--- config.mk ---
export PLATFORM = sky130hd
export DESIGN_NAME = la_clkgate_ctrl
export DESIGN_NICKNAME = d
export VERILOG_FILES = /design/src/rtl/la_clkgate_ctrl.sv
export SDC_FILE = /design/constraint.sdc
export NUM_CORES = 1
export LEC_CHECK = 0
export CORE_MARGIN = 2
export CORE_UTILIZATION = 52
export CTS_CLUSTER_DIAMETER = 150
export DETAILED_ROUTE_END_ITERATION = 8
export MAX_ROUTING_LAYER = met4
export PLACE_DENSITY = 0.79
export SYNTH_ARGS = -nofsm -noshare
export SYNTH_HDL_FRONTEND = slang
export SYNTH_SLANG_ARGS = --single-unit
--- constraint.sdc ---
create_clock -name clk -period 2.8 [get_ports clk]
set_clock_uncertainty 0.2 [all_clocks]
set_input_delay 0.28 -clock clk [delete_from_list [all_inputs] [get_ports clk]]
set_output_delay 0.28 -clock clk [all_outputs]
set_load 0.05 [all_outputs]
--- src/rtl/la_clkgate_ctrl.sv ---
// Clock-gate enable controller: per-branch OFF/WAKE/ON/IDLE FSM sharing a single wake slot.
// Latency: req sampled on a rising edge; en/ack/busy are registered and show that edge's decision.
// Backpressure: unchosen requesters hold in OFF (en=0) until round-robin hands them the wake slot.
module la_clkgate_ctrl #(
    parameter int N    = 4,
    parameter int CNTW = 8,
    parameter     PROP = "DEFAULT"
) (
    input  logic            clk,
    input  logic            nreset,
    input  logic [N-1:0]    req,
    input  logic [CNTW-1:0] wake_delay,
    input  logic [CNTW-1:0] idle_limit,
    output logic [N-1:0]    en,
    output logic [N-1:0]    ack,
    output logic            busy
);

    localparam int PW = $clog2(N);

    localparam logic [1:0] ST_OFF  = 2'd0;
    localparam logic [1:0] ST_WAKE = 2'd1;
    localparam logic [1:0] ST_ON   = 2'd2;
    localparam logic [1:0] ST_IDLE = 2'd3;

    logic [1:0]      state_q    [N];
    logic [1:0]      state_d    [N];
    logic [CNTW-1:0] idle_cnt_q [N];
    logic [CNTW-1:0] idle_cnt_d [N];
    logic [CNTW-1:0] wake_cnt_q, wake_cnt_d;
    logic [PW-1:0]   ptr_q, ptr_d;
    logic [N-1:0]    en_q, en_d;
    logic [N-1:0]    ack_q, ack_d;
    logic            busy_q, busy_d;

    logic            wake_active;
    logic            slot_free;
    logic            gnt_vld;
    logic [PW-1:0]   gnt_idx;

    // Wake-slot arbitration: the slot frees when nobody wakes or the waker finishes this edge,
    // so consecutive wakes chain with no gap; search starts at the round-robin pointer.
    always_comb begin
        logic [PW:0] cand;
        cand        = '0;
        wake_active = 1'b0;
        gnt_vld     = 1'b0;
        gnt_idx     = '0;
        for (int i = 0; i < N; i++) begin
            if (state_q[i] == ST_WAKE) begin
                wake_active = 1'b1;
            end
        end
        slot_free = !wake_active || (wake_cnt_q == '0);
        for (int k = 0; k < N; k++) begin
            cand = {1'b0, ptr_q} + (PW+1)'(k);
            if (cand >= (PW+1)'(N)) begin
                cand = cand - (PW+1)'(N);
            end
            if (slot_free && !gnt_vld && req[cand[PW-1:0]] &&
                (state_q[cand[PW-1:0]] == ST_OFF)) begin
                gnt_vld = 1'b1;
                gnt_idx = cand[PW-1:0];
            end
        end
    end

    // Next state for the shared wake counter, the pointer, each branch FSM and the output flops.
    always_comb begin
        wake_cnt_d = wake_cnt_q;
        if (gnt_vld) begin
            wake_cnt_d = wake_delay;
        end else if (wake_active && (wake_cnt_q != '0)) begin
            wake_cnt_d = wake_cnt_q - CNTW'(1);
        end

        ptr_d = ptr_q;
        if (gnt_vld) begin
            ptr_d = (gnt_idx == PW'(N-1)) ? '0 : gnt_idx + PW'(1);
        end

        en_d   = '0;
        ack_d  = '0;
        busy_d = 1'b0;
        for (int i = 0; i < N; i++) begin
            state_d[i]    = state_q[i];
            idle_cnt_d[i] = idle_cnt_q[i];
            case (state_q[i])
                ST_OFF: begin
                    if (gnt_vld && (gnt_idx == PW'(i))) begin
                        state_d[i] = ST_WAKE;
                    end
                end
                ST_WAKE: begin
                    // A dropped req does not abort the wake; the branch settles to ON first.
                    if (wake_cnt_q == '0) begin
                        state_d[i] = ST_ON;
                    end
                end
                ST_ON: begin
                    if (!req[i]) begin
                        state_d[i]    = ST_IDLE;
                        idle_cnt_d[i] = idle_limit;
                    end
                end
                default: begin
                    // IDLE: a returning request resumes ON with the clock still valid.
                    if (req[i]) begin
                        state_d[i] = ST_ON;
                    end else if (idle_cnt_q[i] == '0) begin
                        state_d[i] = ST_OFF;
                    end else begin
                        idle_cnt_d[i] = idle_cnt_q[i] - CNTW'(1);
                    end
                end
            endcase
            en_d[i]  = (state_d[i] != ST_OFF);
            ack_d[i] = (state_d[i] == ST_ON) || (state_d[i] == ST_IDLE);
            if (state_d[i] == ST_WAKE) begin
                busy_d = 1'b1;
            end
        end
    end

    // State and output registers; reset forces every branch OFF immediately.
    always_ff @(posedge clk or negedge nreset) begin
        if (!nreset) begin
            for (int i = 0; i < N; i++) begin
                state_q[i]    <= ST_OFF;
                idle_cnt_q[i] <= '0;
            end
            wake_cnt_q <= '0;
            ptr_q      <= '0;
            en_q       <= '0;
            ack_q      <= '0;
            busy_q     <= 1'b0;
        end else begin
            for (int i = 0; i < N; i++) begin
                state_q[i]    <= state_d[i];
                idle_cnt_q[i] <= idle_cnt_d[i];
            end
            wake_cnt_q <= wake_cnt_d;
            ptr_q      <= ptr_d;
            en_q       <= en_d;
            ack_q      <= ack_d;
            busy_q     <= busy_d;
        end
    end

    // PROP picks the technology flavour of the enable path; every flavour currently
    // hands the registered enable straight to the gate cells.
    generate
        if (PROP == "DEFAULT") begin : g_en_default
            assign en = en_q;
        end else begin : g_en_tech
            assign en = en_q;
        end
    endgenerate

    assign ack  = ack_q;
    assign busy = busy_q;

endmodule

==> results.yml, run 1 <==
status:
  status: "finished, final reports clean"
layout:
  layoutNonFillerInstCount: 524
  postLayoutCellArea_um2: 4217
  area.growth.synth_to_final_pct: 22.23
  nets: 477
  n_antenna_cell: 0
  layout-drive-gt1-share: 0.1365
detailed_routing:
  drc: 0
  wl_per_cell_um: 16.38
  first_pass_iters: 5
  dr_wl_met3_um: 532
  first_iter_violations: 257
  wl_um: 8582
  route.vias.total: 3234
  routed_via_density: 6.172
  wl_met1_um: 3797
  top_layer_used: "met4"
  ant_nets: 0
  met2_length_um: 4052
pwr:
  power_density_nw_per_um2: 1210
  vdd_ir_drop_max_mv: 0.6209
  cellLeakagePower_nw: 1.749
  power_w: 0.005104
clocking:
  max-clock-path-buffers: 2
  cts_htree_levels: 3
  cts.clk_slew.worst_paths_ns: 0.06
  cts_root_buf: "clkbuf_8"
  cts_sinks: 58
  numCtsBuffers: 9
  clkLatencyLatePin_ns: 0.35
  cts_tree: "built"
setup_path:
  cp_max_fo: 6
  worstSetupEndpointType: "flop"
  r2r_start: "state_q[0]"
  cp.required_ns: 2.82
  crit_start: "state_q[0]"
  startpoint_type: "flop"
  r2r_cells: 7
  arrival_ns: 2.73
  path_class: "reg -> reg"
yosys:
  syn_inst: 398
  ys_seq_area_frac: 0.4207
  synth_area_um2: 3450
  avgSynthCellArea_um2: 8.667
  syn_nets: 433
  synth-seq-cells: 58
  synthArstFlopShare: 1.000
  yosys_most_used_dff: "dfrtp_1"
  synth_edf_count: 0
  synth_cell_types: 50
  yosysWarnings: 0
timing:
  slew_violations: 0
  fin_crit_sh: 0.9683
  fmax_ghz: 0.3689
  timing.hold.ws_ns: 0.3122
  hold_viol: 0
  worstMarginPinSlew_ns: 0.8316
  fin_crit_ns: 2.711
  finalSetupViolations: 0
  worst_slew_margin_rel: 0.4422
hold_path:
  hp-class: "reg -> reg"
  hold_depth: 2
  hp-start: "idle_cnt_q[1]"
die:
  pin_count: 31
  fp.coreArea_um2: 6386
  rows: 29
  die_width_um: 85.45
  dieArea_um2: 7301
  start_util: 0.5402
  die_y_um: 85.45
grt:
  grt_first_pass_wirelength_um: 14590
  grt_max_degree: 32
  grt_usage: 0.2606
  grt-ovfl-total: 0
  grt_pass1_vias: 3046
  antenna_found_initial: 0
placed_design:
  placedInstanceArea_um2: 3933
  dp_hpwl_um: 5987
  numPortBuffers: 30
  dp.cells: 506
  gp_congestion: 0.8683
run:
  drv_cap: 0
==> power breakdown <==
group / switching (W) / total (W) / internal, W
clock network: 0.000355 / 0.000877 / 0.000522
logic: 0.00156 / 0.00264 / 0.00108
registers: 0.000360 / 0.00159 / 0.00123
total: 0.00227 / 0.00510 / 0.00283
==> sequential cells by signal, indices dropped and copies added, names as in the netlist <==
register	count
ack	4
idle_cnt_q	32
state_q	7
en	4
ptr_q	2
wake_cnt_q	8
busy	1
==> critical path: stages, from the launching register on <==
cell,delay [ns]
dfrtp_1,0.39
nor2b_1,0.16
or4_4,0.59
and2_4,0.22
or3_4,0.36
ha_4,0.17
a32o_1,0.20
or3_1,0.30
==> layout by cell type (no fill, tap or decap), types with 3 or more instances in the layout <==
| cell | netlist | final |
|---|---|---|
| a21oi_1 | 39 | 38 |
| a221o_1 | 4 | 4 |
| a22oi_1 | 9 | 8 |
| a32oi_1 | 10 | 9 |
| buf_4 | 2 | 18 |
| clkbuf_8 | 0 | 10 |
| clkdlybuf4s50_1 | 0 | 29 |
| dfrtp_1 | 58 | 57 |
| ha_1 | 13 | 12 |
| inv_1 | 18 | 18 |
| nand2_1 | 32 | 32 |
| nand2b_1 | 5 | 5 |
| nand3_1 | 4 | 4 |
| nand4_1 | 4 | 4 |
| nor2_1 | 43 | 43 |
| nor2b_1 | 7 | 7 |
| nor3_1 | 18 | 17 |
| nor3b_1 | 9 | 6 |
| nor3b_2 | 0 | 3 |
| nor4_1 | 4 | 4 |
| o21ai_0 | 50 | 50 |
| o22a_1 | 3 | 3 |
| o22ai_1 | 3 | 3 |
| or3_1 | 8 | 7 |
==> worst paths after layout <==
kind	slack (ns)	to
worst max-delay path	0.09	en[1]
worst min-delay path	0.31	idle_cnt_q[1]
worst max register to register	0.09	en[1]
worst min register to register	0.31	idle_cnt_q[1]
max in group asynchronous	1.47	idle_cnt_q[1]
min in group asynchronous	0.33	wake_cnt_q[7]
==> per-layer routing <==
metal | up-vias | GRT usage
met4 | 0 | 0.1097
met2 | 106 | 0.4070
li1 | 1540 | -
met5 | - | -
met1 | 1570 | 0.3350
met3 | 18 | 0.04572
==> layout make-up <==
cell class	count	area, um^2
clock inverter	5	77.57
inverter	18	67.56
multi-input combinational	305	1921
timing repair buffer	50	460.4
fill	519	2170
sequential	58	1453
tap	77	96.34
clock buffer	11	141.4
==> cell families (layout without fill, tap and decap cells) <==
logic type	Yosys count	in the layout	share of synthesized area
fa+ha+maj	13	13	0.04715
flops	58	58	0.4207
mux	5	5	0.01523
simple gates	151	151	0.2296
compound gates	136	136	0.2456
buf+inv	35	84	0.04171
==> through the flow <==
step / TNS (ns) / utilization / worst slack, ns
floorplan: 0 / - / 0.01650
global route: -0.05151 / 0.6603 / -0.03245
CTS: 0 / 0.6534 / 0.03246
detailed placement: -0.2802 / 0.6158 / -0.1051
finish: 0 / 0.6603 / 0.08887
global placement: -0.06780 / 0.6158 / -0.04523
==> repair_timing <==
item                       4_1_cts  5_1_grt
hold buffers                     1        0
resized for setup                2        8
setup endpoints to repair        2        5
buffers inserted                 0        1
hold endpoints to repair        30        0
pin swaps                        1        4
==> cell usage after synthesis, drive strengths merged (7+ instances only) <==
library cell   n  area share
dfrtp         58        0.42
nand2         33       0.037
inv           18       0.020
a32oi         10       0.025
nor2b          7       0.013
or3            8       0.015
a21oi         39       0.057
a22oi          9       0.020
nor3          19       0.029
nor2          43       0.047
ha            13       0.047
nor3b          9       0.020
o21ai         50       0.073
clkbuf        11       0.012
Note: power is estimated with default switching activity, not from simulation.
==> inputs of run 2 (changes only) <==
--- a/config.mk
+++ b/config.mk
@@ -11,6 +11,7 @@
 export DETAILED_ROUTE_END_ITERATION = 8
 export MAX_ROUTING_LAYER = met4
 export PLACE_DENSITY = 0.79
+export SKIP_LAST_GASP = 1
 export SYNTH_ARGS = -nofsm -noshare
 export SYNTH_HDL_FRONTEND = slang
 export SYNTH_SLANG_ARGS = --single-unit
==> results.yml, run 2 (synthesized netlist as in run 1, its figures left out) <==
setup_path:
  worstSetupEndpointType: "flop"
  crit_path_frequent_cell: "buf_4"
  arrival_ns: 2.70
  path_delay_family: "compound AO/OA/AOI/OAI gates"
  startpoint_type: "flop"
  cp_max_fo: 4
  critPathBufInv: 3
  path_class: "reg -> reg"
  cpMaxStageDelayCell: "dfrtp_1"
  cp.required_ns: 2.79
  cp_cell_sequence: "buf_4 > nor3b_1 > buf_4 > inv_1 > o21ai_0 > a21oi_2 > mux2_2 > ha_1 > a32oi_1 > o211ai_1"
  cp_slowest_stage_delay_ns: 0.39
detailed_routing:
  drc: 0
  routed_via_density: 6.109
  first_pass_iters: 5
  first_iter_violations: 240
  ant_nets: 0
  route.vias.total: 3201
  wl_per_cell_um: 16.33
  wl_um: 8558
pwr:
  cellLeakagePower_nw: 1.748
  power_w: 0.005105
  power_density_nw_per_um2: 1212
  vdd_ir_drop_max_mv: 0.6227
timing:
  worstMarginPinSlew_ns: 0.8402
  tns_ns: 0
  fmax_ghz: 0.3688
  worst_slew_margin_rel: 0.4365
  fin_crit_sh: 0.9684
  rsz0062_at_grt: "yes"
  hold_viol: 0
  timing.hold.ws_ns: 0.3126
  worst_slack_ns: 0.08844
  fin_crit_ns: 2.712
  slew_violations: 0
  finalSetupViolations: 0
grt:
  grt_first_pass_wirelength_um: 14590
  grt_max_degree: 32
  antenna_found_initial: 0
  grt-ovfl-total: 0
  grt_usage: 0.2606
  grt_pass1_vias: 3046
clocking:
  cts.clk_slew.worst_paths_ns: 0.06
  cts_tree: "built"
  cts_htree_levels: 3
  cts_sinks: 58
  clkLatencyLatePin_ns: 0.35
  max-clock-path-buffers: 2
  numCtsBuffers: 9
  cts_root_buf: "clkbuf_8"
die:
  rows: 29
  fp.coreArea_um2: 6386
  die_y_um: 85.45
  die_width_um: 85.45
  pin_count: 31
  dieArea_um2: 7301
  start_util: 0.5402
layout:
  layout_common_cells: "dfrtp_1 (57), o21ai_0 (50), nor2_1 (43)"
  layout-drive-gt1-share: 0.1342
  largest_reg_flops: 32
  final_common_cell: "dfrtp_1"
  area.growth.synth_to_final_pct: 22.09
  nets: 477
  fill_cells: 522
  top_register: "idle_cnt_q"
  n_antenna_cell: 0
  top_regs: "idle_cnt_q x32, wake_cnt_q x8, state_q x7"
  layoutNonFillerInstCount: 524
placed_design:
  numPortBuffers: 30
  dp_slack_ns: -0.1051
  dp.cells: 506
  gp_congestion: 0.8683
  dp_hpwl_um: 5987
hold_path:
  hp-class: "reg -> reg"
status:
  status: "finished, final reports clean"
run:
  drv_cap: 0
run 2: layout make-up:
cell class | count | area, um^2 | area share
clock buffer | 11 | 141.4 | 0.03357
clock inverter | 5 | 77.57 | 0.01842
inverter | 18 | 67.56 | 0.01604
multi-input combinational | 305 | 1916 | 0.4548
sequential | 58 | 1453 | 0.3449
tap | 77 | 96.34 | 0.02288
timing repair buffer | 50 | 460.4 | 0.1093
run 2: stage by stage:
step | instance area, um^2 | util
2_1_floorplan | 3476 | -
3_3_place_gp | 3933 | 0.6158
3_5_place_dp | 3933 | 0.6158
4_1_cts | 4173 | 0.6534
5_1_grt | 4212 | 0.6595
6_report | 4212 | 0.6595
run 2: layer usage:
layer | vias to the layer above | part of all wire | GRT usage | wire length (um)
li1 | 1543 | - | - | -
met1 | 1548 | 0.45 | 0.3350 | 3882
met2 | 91 | 0.47 | 0.4070 | 4062
met3 | 19 | 0.049 | 0.04572 | 421
met4 | 0 | 0.022 | 0.1097 | 191
met5 | - | 0 | - | 0
run 2: timing repair:
| action | in CTS | in global routing |
|---|---|---|
| setup endpoints to repair | 2 | 5 |
| gates resized for setup | 2 | 7 |
| pin swaps | 1 | 3 |
| cloned | 0 | 0 |
| buffers inserted | 0 | 1 |
| endpoints found under the hold margin | 30 | 0 |
| hold buffers | 1 | 0 |
run 2: worst paths after layout:
path                                 end          start  slack (ns)  cells after the start
setup / recovery                   en[3]     state_q[6]        0.09                     10
hold / removal             idle_cnt_q[1]  idle_cnt_q[1]        0.31                      2
setup reg to reg                   en[3]     state_q[6]        0.09                     10
hold reg to reg            idle_cnt_q[1]  idle_cnt_q[1]        0.31                      2
max in group asynchronous  idle_cnt_q[1]         nreset        1.46                      3
min in group asynchronous         ack[1]         nreset        0.33                      2
run 2: tightest hold or removal path, cell delays in order (launching register included):
cell     delay, ns
dfrtp_1       0.37
nand2_1       0.05
o21ai_0       0.06
run 2: power breakdown:
part	internal [W]	switching (W)
sequential	0.00123	0.000361
combinational	0.00108	0.00156
clock	0.000523	0.000357
total	0.00283	0.00227
==> inputs of run 3 (changes only) <==
--- a/config.mk
+++ b/config.mk
@@ -5,6 +5,7 @@
 export SDC_FILE = /design/constraint.sdc
 export NUM_CORES = 1
 export LEC_CHECK = 0
+export CORE_ASPECT_RATIO = 0.9
 export CORE_MARGIN = 2
 export CORE_UTILIZATION = 52
 export CTS_CLUSTER_DIAMETER = 150
==> constraint.sdc (replaced) <==
create_clock -name clk -period 2.8 [get_ports clk]
set_clock_uncertainty 0.2 [all_clocks]
set_input_delay 0.42 -clock clk [delete_from_list [all_inputs] [get_ports clk]]
set_output_delay 0.42 -clock clk [all_outputs]
set_load 0.05 [all_outputs]
==> results.yml, run 3 (synthesized netlist as in run 1, its figures left out) <==
setup_path:
  cp_max_fo: 5
  cp.required_ns: 2.82
  cpMaxStageDelayCell: "clkdlybuf4s50_1"
  reg2reg_to: "en[1]"
  critPathBufInv: 2
  reg2reg_slack_ns: 0.11
  worstSetupEndpointType: "flop"
  cp_cell_sequence: "clkdlybuf4s50_1 > nor3b_1 > buf_4 > nor3b_2 > nor3_4 > mux2_2 > ha_4 > a32o_1 > or3_1"
  path_class: "in -> reg"
  r2r_start: "state_q[1]"
  cp_slowest_stage_delay_ns: 0.50
  startpoint_type: "input port"
  cp.depth: 9
  path_delay_family: "simple AND/OR/NAND/NOR gates"
  r2r_cells: 7
  arrival_ns: 2.71
clocking:
  cts_htree_levels: 3
  max-clock-path-buffers: 2
  cts_tree: "built"
  numCtsBuffers: 9
  clkLatencyLatePin_ns: 0.34
  cts_root_buf: "clkbuf_8"
  cts.clk_slew.worst_paths_ns: 0.06
  cts_sinks: 58
  postCtsHoldBufs: 0
pwr:
  power_density_nw_per_um2: 1192
  vdd_ir_drop_max_mv: 0.4613
  cellLeakagePower_nw: 1.725
layout:
  final_common_cell: "dfrtp_1"
  largest_reg_flops: 32
  layout-drive-gt1-share: 0.1303
  fill_cells: 531
  area.growth.synth_to_final_pct: 20.86
  top_regs: "idle_cnt_q x32, wake_cnt_q x8, state_q x7"
  nets: 476
  top_register: "idle_cnt_q"
  layout_common_cells: "dfrtp_1 (57), o21ai_0 (49), nor2_1 (43)"
  n_antenna_cell: 0
  postLayoutCellArea_um2: 4169
detailed_routing:
  wl_per_cell_um: 15.45
  first_pass_iters: 4
  ant_nets: 0
  wl_um: 8264
  first_iter_violations: 211
  route.vias.total: 3129
  drc: 0
  routed_via_density: 5.849
die:
  die_y_um: 81.27
  fp.coreArea_um2: 6481
  dieArea_um2: 7303
  start_util: 0.5322
  rows: 28
  die_width_um: 89.86
  pin_count: 31
status:
  status: "finished, final reports clean"
grt:
  grt_pass1_vias: 2993
  grt_max_degree: 59
  top_usage_layer: "met2"
  grt_use_met1: 0.3148
  gr-usage-met3: 0.07143
  grt_first_pass_wirelength_um: 13900
  antenna_found_initial: 0
  grt_util_met2: 0.3924
  grt-ovfl-total: 0
  grt_usage: 0.2478
timing:
  fin_crit_sh: 0.9637
  finalSetupViolations: 0
  hold_viol: 0
  fmax_ghz: 0.3706
  worst_slack_ns: 0.1017
  rsz0062_at_grt: "no"
  fin_crit_ns: 2.698
  worstMarginPinSlew_ns: 0.7659
  worst_slew_margin_rel: 0.4847
  slew_violations: 0
placed_design:
  numPortBuffers: 30
  gp_congestion: 0.8673
  dp_slack_ns: -0.3623
  placedInstanceArea_um2: 3929
  dp_hpwl_um: 5854
hold_path:
  hp-class: "in -> async"
run:
  drv_cap: 0
==> run 3: changes by cell type in the layout (fill, tap and decap cells not counted), sizes merged <==
cell and delta:
dlygate4sd3 -1, clkinvlp -1, bufinv -1, clkbuf +1
==> run 3: where the power goes <==
| part | total (W) | switching [W] | internal [W] | leakage (nW) |
|---|---|---|---|---|
| clock | 0.000761 | 0.000333 | 0.000428 | 0.0962 |
| combinational | 0.00262 | 0.00153 | 0.00109 | 0.952 |
| sequential | 0.00159 | 0.000365 | 0.00123 | 0.676 |
==> run 3: how the worst max path moves through the flow <==
| stage | endpoint | start | slack [ns] |
|---|---|---|---|
| global placement | en[1] | req[0] | -0.21 |
| CTS | busy | state_q[4] | 0.0001 |
| detailed placement | en[1] | req[0] | -0.36 |
| floorplan | en[1] | state_q[5] | 0.02 |
| finish | en[1] | req[2] | 0.10 |
| global route | en[1] | state_q[2] | 0.03 |
==> run 3: area by class of cell <==
class / instances / area, um^2 / share of cell area
multi-input cells: 305 / 1913 / 0.4589
clock buffers: 12 / 145.1 / 0.03481
flip-flops and latches: 58 / 1453 / 0.3484
well taps: 90 / 112.6 / 0.02701
inverters: 18 / 67.56 / 0.01621
clock inverters: 3 / 40.04 / 0.009604
repair buffers: 49 / 437.9 / 0.1050
==> run 3: metrics by stage <==
stage	utilization	std cells	hold WS (ns)	TNS, ns	total power [W]
CTS	0.6363	533	0.05505	0	0.004903
global placement	0.6062	518	0.2862	-1.204	0.004025
finish	0.6432	535	0.02914	0	0.004970
detailed placement	0.6062	518	0.2914	-2.331	0.004123
global route	0.6432	535	0.09942	0	0.005422
floorplan	-	398	-0.07559	0	0.003473
==> run 3: metal layers <==
layer	part of all wire	vias to the layer above
met5	0	-
met4	0.0090	0
met3	0.044	7
met2	0.48	71
met1	0.47	1512
li1	-	1539
==> run 3: worst register-to-register path, stage by stage (launching register included) <==
cell and delay [ns]:
dfrtp_2 0.44, nor2b_1 0.09, or4_4 0.58, and2_4 0.22, or3_4 0.35, ha_4 0.17, a32o_1 0.21, or3_1 0.30
==> run 3: timing repair <==
action,CTS,global route
endpoints found under the setup margin,2,5
resized for setup,2,8
gates cloned,0,0
setup buffers,0,2
pin swaps,0,4
